`config.mk`:
```
export PLATFORM = sky130hd
export DESIGN_NAME = serial_adder_accum
export DESIGN_NICKNAME = d
export VERILOG_FILES = /design/src/rtl/serial_adder_accum.sv
export SDC_FILE = /design/constraint.sdc
export NUM_CORES = 1
export LEC_CHECK = 0
export ABC_CLOCK_PERIOD_IN_PS = 1550
export CORE_ASPECT_RATIO = 1.25
export CORE_MARGIN = 1.5
export CORE_UTILIZATION = 50
export CTS_CLUSTER_SIZE = 14
export DETAILED_ROUTE_END_ITERATION = 10
export PLACE_DENSITY_LB_ADDON = 0.15
export SLEW_MARGIN = 20
export SYNTH_ARGS = -nofsm -noshare
export SYNTH_HDL_FRONTEND = slang
export SYNTH_SLANG_ARGS = --single-unit
```
`constraint.sdc`:
```
create_clock -name clk -period 1.55 [get_ports clk]
set_input_delay 0.31 -clock clk [delete_from_list [all_inputs] [get_ports clk]]
set_output_delay 0.31 -clock clk [all_outputs]
set_load 0.02 [all_outputs]
```
`src/rtl/serial_adder_accum.sv`:
```
// serial_adder_accum: bit-serial WIDTH-bit adder with an optional accumulate mode.
// One full-adder slice is evaluated per clock, LSB first, and the carry is held
// in a register between slices. Valid/ready handshakes on both sides.
//
// Build option: define SERIAL_ADDER_CLR_EN to add the acc_clr input, which
// zeroes the accumulator from IDLE. Without it the accumulator clears only on
// reset.
//
// state   | meaning
// --------+-------------------------------------------------------------
// IDLE    | in_ready=1, waiting for an operand handshake
// RUN     | busy=1, one full-adder slice per cycle, WIDTH cycles in total
// DONE    | out_valid=1, result held until out_ready
module serial_adder_accum #(
  parameter int WIDTH = 8,
  parameter int CNT_W = $clog2(WIDTH)
) (
  input  logic             clk,
  input  logic             rst_n,
  input  logic             in_valid,
  output logic             in_ready,
  input  logic [WIDTH-1:0] a,
  input  logic [WIDTH-1:0] b,
  input  logic             cin,
  input  logic             acc_mode,
`ifdef SERIAL_ADDER_CLR_EN
  input  logic             acc_clr,
`endif
  output logic             out_valid,
  input  logic             out_ready,
  output logic [WIDTH-1:0] s,
  output logic             cout,
  output logic             busy
);

  typedef enum logic [1:0] {
    ST_IDLE = 2'd0,
    ST_RUN  = 2'd1,
    ST_DONE = 2'd2
  } state_t;

  localparam logic [CNT_W-1:0] LAST_BIT = CNT_W'(WIDTH - 1);

  state_t           r_state;
  state_t           w_state_nxt;

  logic [WIDTH-1:0] r_opa;
  logic [WIDTH-1:0] r_opb;
  logic             r_carry;
  logic [CNT_W-1:0] r_cnt;
  logic [WIDTH-1:0] r_sum_sh;
  logic [WIDTH-1:0] r_s;
  logic             r_cout;
  logic [WIDTH-1:0] r_acc;

  logic             w_take;
  logic             w_clr;
  logic             w_last;
  logic             w_sum_bit;
  logic             w_carry_nxt;
  logic [WIDTH-1:0] w_sum_word;
  logic [WIDTH-1:0] w_opb_load;

  // Handshake and clear qualifiers; a clear only has effect from IDLE.
  assign w_take = in_valid && (r_state == ST_IDLE);
`ifdef SERIAL_ADDER_CLR_EN
  assign w_clr  = acc_clr && (r_state == ST_IDLE);
`else
  assign w_clr  = 1'b0;
`endif

  // A clear in the same cycle as the handshake wins, so accumulate sees zero.
  assign w_opb_load = acc_mode ? (w_clr ? '0 : r_acc) : b;

  // One full-adder slice on the current LSBs and the held carry.
  assign w_sum_bit   = r_opa[0] ^ r_opb[0] ^ r_carry;
  assign w_carry_nxt = (r_opa[0] & r_opb[0]) | (r_opa[0] & r_carry) | (r_opb[0] & r_carry);

  // Complete sum word once the final bit is shifted into the MSB.
  assign w_sum_word = {w_sum_bit, r_sum_sh[WIDTH-1:1]};

  assign w_last = (r_state == ST_RUN) && (r_cnt == LAST_BIT);

  // State register.
  always_ff @(posedge clk or negedge rst_n) begin
    if (!rst_n) begin
      r_state <= ST_IDLE;
    end else begin
      r_state <= w_state_nxt;
    end
  end

  // Next-state decode.
  always_comb begin
    w_state_nxt = r_state;
    case (r_state)
      ST_IDLE: begin
        if (w_take) begin
          w_state_nxt = ST_RUN;
        end
      end
      ST_RUN: begin
        if (w_last) begin
          w_state_nxt = ST_DONE;
        end
      end
      ST_DONE: begin
        if (out_ready) begin
          w_state_nxt = ST_IDLE;
        end
      end
      default: begin
        w_state_nxt = ST_IDLE;
      end
    endcase
  end

  // Operand capture, serial slice datapath, result and accumulator registers.
  always_ff @(posedge clk or negedge rst_n) begin
    if (!rst_n) begin
      r_opa    <= '0;
      r_opb    <= '0;
      r_carry  <= 1'b0;
      r_cnt    <= '0;
      r_sum_sh <= '0;
      r_s      <= '0;
      r_cout   <= 1'b0;
      r_acc    <= '0;
    end else begin
      case (r_state)
        ST_IDLE: begin
          if (w_take) begin
            r_opa   <= a;
            r_opb   <= w_opb_load;
            r_carry <= cin;
            r_cnt   <= '0;
          end
          if (w_clr) begin
            r_acc <= '0;
          end
        end
        ST_RUN: begin
          r_sum_sh <= w_sum_word;
          r_opa    <= r_opa >> 1;
          r_opb    <= r_opb >> 1;
          r_carry  <= w_carry_nxt;
          r_cnt    <= r_cnt + CNT_W'(1);
          if (w_last) begin
            r_s    <= w_sum_word;
            r_cout <= w_carry_nxt;
            r_acc  <= w_sum_word;
          end
        end
        default: begin
        end
      endcase
    end
  end

  assign in_ready  = (r_state == ST_IDLE);
  assign busy      = (r_state == ST_RUN);
  assign out_valid = (r_state == ST_DONE);
  assign s         = r_s;
  assign cout      = r_cout;

endmodule

```
Word level (Yosys, flattened, before mapping)
Cells that the tools add are included.

storage, ports and cells
  bits in registers = 39

cells by class
  $add $sub $neg = 1
  equal/unequal tests = 6
  muxes and demuxes = 13
  bitwise gates (word level) = 7
  reductions and logical operators = 7

operators with widths
  cell                                           count
  case mux 8 bit (2 select lines)                2
  two-way mux 8 bit                              3
  two-way mux 2 bit                              3
  != test 2 x 1 -> 1 bit, second input constant  3
  case mux 2 bit (3 select lines)                1
  case mux 3 bit (2 select lines)                1
  AND reduction 2 bit                            2
  adder 3 x 1 -> 3 bit, second input constant    1
  AND 1 bit                                      3
  == test 3 bit, second input constant           1
  two-way mux 3 bit                              1
  AND reduction 3 bit                            1
  == test 2 x 1 -> 1 bit, second input constant  1
  == test 2 bit, second input constant           1
  logical AND 1 bit                              2
  logical NOT 2 bit                              1
  OR 1 bit                                       2
  case mux 1 bit (2 select lines)                1
  nonzero test 2 bit                             1
  bitwise XOR 1 bit                              2
  two-way mux 1 bit                              1

Depth between registers and ports, before layout
  depth in word-level cells = 4
  mapped depth = 6

Worst setup path before layout
No wires, ideal clock.

  path kind = reg2reg
  start point = reg r_cnt[0]
  end point = reg r_cout (netlist: cout)
  data arrival time = 1.232 ns
  data required time = 1.425 ns
  setup slack = 0.193 ns
  cell stages (with the launch flop) = 5
  path buffers = 0
  clock period less this slack = 1.357 ns
  cell sequence = dfrtp_1 -> ha_1 -> ha_1 -> nand2_8 -> mux2_2

between the ends
  word-level cells in the longest chain between the ends = 3

RTL lines
  what                           line  source
  start, declared                50    logic [CNT_W-1:0] r_cnt;
  start signal, assigned         147   r_cnt <= r_cnt + CNT_W'(1);
  == test 3 bit                  82    assign w_last = (r_state == ST_RUN) && (r_cnt == LAST_BIT);
  logical AND 1 bit              82
  AND reduction 2 bit (no line)  --
  end signal, assigned           150   r_cout <= w_carry_nxt;
  end, declared                  53    logic r_cout;

Every way passes these cells.
A chain may end at the register's enable or synchronous reset.

Worst setup path after layout
  start point = reg r_cnt[0]
  end point = reg r_acc[7]

between the ends
  word-level cells in the longest chain between the ends = 3

RTL lines
  what                           line  source
  == test 3 bit                  82
  logical AND 1 bit              82
  AND reduction 2 bit (no line)  --
  end signal, assigned           151   r_acc <= w_sum_word;
  end, declared                  54    logic [WIDTH-1:0] r_acc;

Every way passes these cells.

==> results.md <==
- Status: finished, final reports clean
- CTS tree: done
- Crit-path slowest cell: dfrtp_1
- Iter 0 DRT Violations: 60
- CTS buffer count: 5
- Share of cells above drive strength 1: 23.9%
- DR vias: 1302
- Reg clk slew, reported paths: 0.07 ns
- Die Footprint: 3810 µm²
- Synth Flop Type: dfrtp_1
- Worst Hold Class: in -> async
- Most frequent cells in the layout: 37 x dfrtp_1, 36 x nand2_1, 21 x clkdlybuf4s50_1, 13 x buf_4, 11 x mux2_2
- Worst r2r dst: r_acc[7]$_DFFE_PN0P_
- Starting density of the core: 53.0%
- Slew margin rel.: 73.6%
- Ports: 34
- Data required, critical path: 1.72 ns
- Min Tclk post-route: 1.46 ns
- Setup violators final: 0
- Diode count: 0
- Cell leakage power: 1.07 nW
- CP arrival: 1.63 ns
- Cell Pwr Density: 1880 nW/µm²
- Max clock buf depth: 2
- Crit path from: r_cnt[0]$_DFFE_PN0P_
- Root buf cell: clkbuf_8
- Vias in the first global route: 1442
- R2r worst-path depth: 4
- WL final: 3.77 mm
- TritonRoute pass-1 iters: 4
- Worst path max stage delay: 0.40 ns
- Core region area: 3250 µm²
- DP Wirelength: 2.74 mm
- Max Slew Vio Count: 0
- RSZ-0062 raised after global routing: no
- Commonest non-fill, non-tap cell in the layout: dfrtp_1
- Net count, final: 221
- Period utilisation layout: 94.2%
- Setup TNS: 0 ns
- Power Total: 4.20 mW
- Largest net degree at the start of global routing: 39
- Die height: 68.7 µm
- Startpoint types: flop
- Avg Cell Area, Syn: 11.5 µm²
- Gr usage total: 22.2%
- Setup CP Type: reg -> reg
- Fmax: 685 MHz
- Most frequent CP cell: ha_1
- DR WL/cell: 16.1 µm
- CP Capture Point: r_acc[7]$_DFFE_PN0P_
- Register area share after synthesis: 55.2%
- Die X: 55.5 µm
- EDFF count, synth: 0
- Gr ovfl total: 0
- CP Capture Type: flop
- Final hold vios: 0
- Max IR drop VDD: 1280 µV
- MaxCap Viol Count: 0
- ANT nets after route: 0
- Initial antenna violation count: 0
- Clock sinks: 38
- Reg2reg setup slack: 0.09 ns
- Fin util: 68.6%
- Global-route wire length before repair: 6.28 mm
- RR Startpoint: r_cnt[0]$_DFFE_PN0P_
- DR vias/cell: 5.56
- DRC: 0
- Post-synth ARST share: 100%
- IO Port Bufs: 33
- Post-synthesis cell count: 150
- Clk_skew: 0.00560 ns
- #FFs+latches synth: 38
- Postcts setup bufs: 0
- Netlist cell types: 25
- Mapped Nets: 175
- # fillers: 268
- FP Rows: 23
- Worst skew pair latency: 0.29 ns
- GPL Wtd Cong: 0.793
- Area Growth Syn to Fin: 29.5%
- H-tree depth: 2
- Crit path max fanout: 10
- Crit path cell chain: ha_1 > ha_1 > nand2_8 > mux2_2
- Slew @ Worst Pin: 0.395 ns
- Cts hold-fix bufs: 0
- Synth Cell Area: 1720 µm²
- Yosys warns: 0
-- flip-flops by register name, summed over array words and instances (netlist names) --
register  cells
r_opb         8
r_state       2
r_cnt         3
r_sum_sh      7
r_opa         8
r_acc         8
cout          1
r_carry       1
-- worst max-delay path: cells and delay by family (launching register included) --
family	cells	cell delay, ns
fa+ha+maj	2	0.45
simple gates	1	0.14
mux	1	0.35
flops	1	0.40
-- cells by family after synthesis --
logic type / after synthesis / synth area share (%)
AOI/OAI and AO/OA: 33 / 14.4
DFF: 38 / 55.2
buffers and inverters: 11 / 3.99
adders and majority gates: 3 / 2.61
muxes: 17 / 10.7
and+or+nand+nor: 48 / 13.2
-- cell usage after synthesis (3+ instances only) --
cell     instances  share of area [%]
a21oi_1          3               0.87
a22o_1           4                2.0
a22oi_1          8                3.5
buf_2            3               0.87
dfrtp_1         38                 55
mux2_2          11                7.2
mux2i_1          6                3.5
nand2_1         36                7.8
nor2_1           4               0.87
nor2b_1          4                1.5
o21ai_0         10                2.9
o221a_2          6                3.9
-- layout make-up --
cell class              instances  area, µm²  area share (%)
clock inverters                 1       5.00           0.224
clock buffers                   7       86.3            3.87
flip-flops and latches         38        952            42.7
repair buffers                 47        422            18.9
inverters                       3       16.3           0.729
multi-input cells             101        704            31.6
well taps                      37       46.3            2.07
-- per-stage QoR --
step | instance area [µm²] | worst slack [ns] | instances | hold WS, ns
after floorplan | 1720 | 0.193 | 150 | 0.0144
after global placement | 2170 | -0.0403 | 226 | 0.454
after detailed placement | 2170 | -0.0685 | 226 | 0.459
after CTS | 2240 | 0.00826 | 234 | 0.389
after global routing | 2230 | 0.0340 | 234 | 0.408
final | 2230 | 0.0905 | 234 | 0.384
-- layer usage --
metal	vias up	global-route usage [%]	part of all wire (%)
met1	639	20.8	37
met4	0	11.6	2.7
met2	36	43.3	55
met3	13	7.46	5.3
met5	-	0	0
li1	614	-	-
-- worst min-delay path by stage --
stage / slack (ns) / to
2_1_floorplan: 0.01 / cout$_DFFE_PN0P_
3_3_place_gp: 0.45 / r_opb[1]$_DFFE_PN0P_
3_5_place_dp: 0.46 / r_sum_sh[1]$_DFFE_PN0P_
4_1_cts: 0.39 / r_opa[5]$_DFFE_PN0P_
5_1_grt: 0.41 / r_opa[5]$_DFFE_PN0P_
6_report: 0.38 / r_opa[5]$_DFFE_PN0P_
-- what timing repair did --
action	4_1_cts	5_1_grt
endpoints found under the setup margin	12	2
gates resized for setup	18	3
pin swaps	0	0
-- power by group --
group,leakage (nW),internal (mW),switching (mW)
Clock,0.0482,0.359,0.332
Sequential,0.478,1.43,0.318
Combinational,0.540,0.838,0.917
Note: power is estimated with default switching activity, not from simulation.
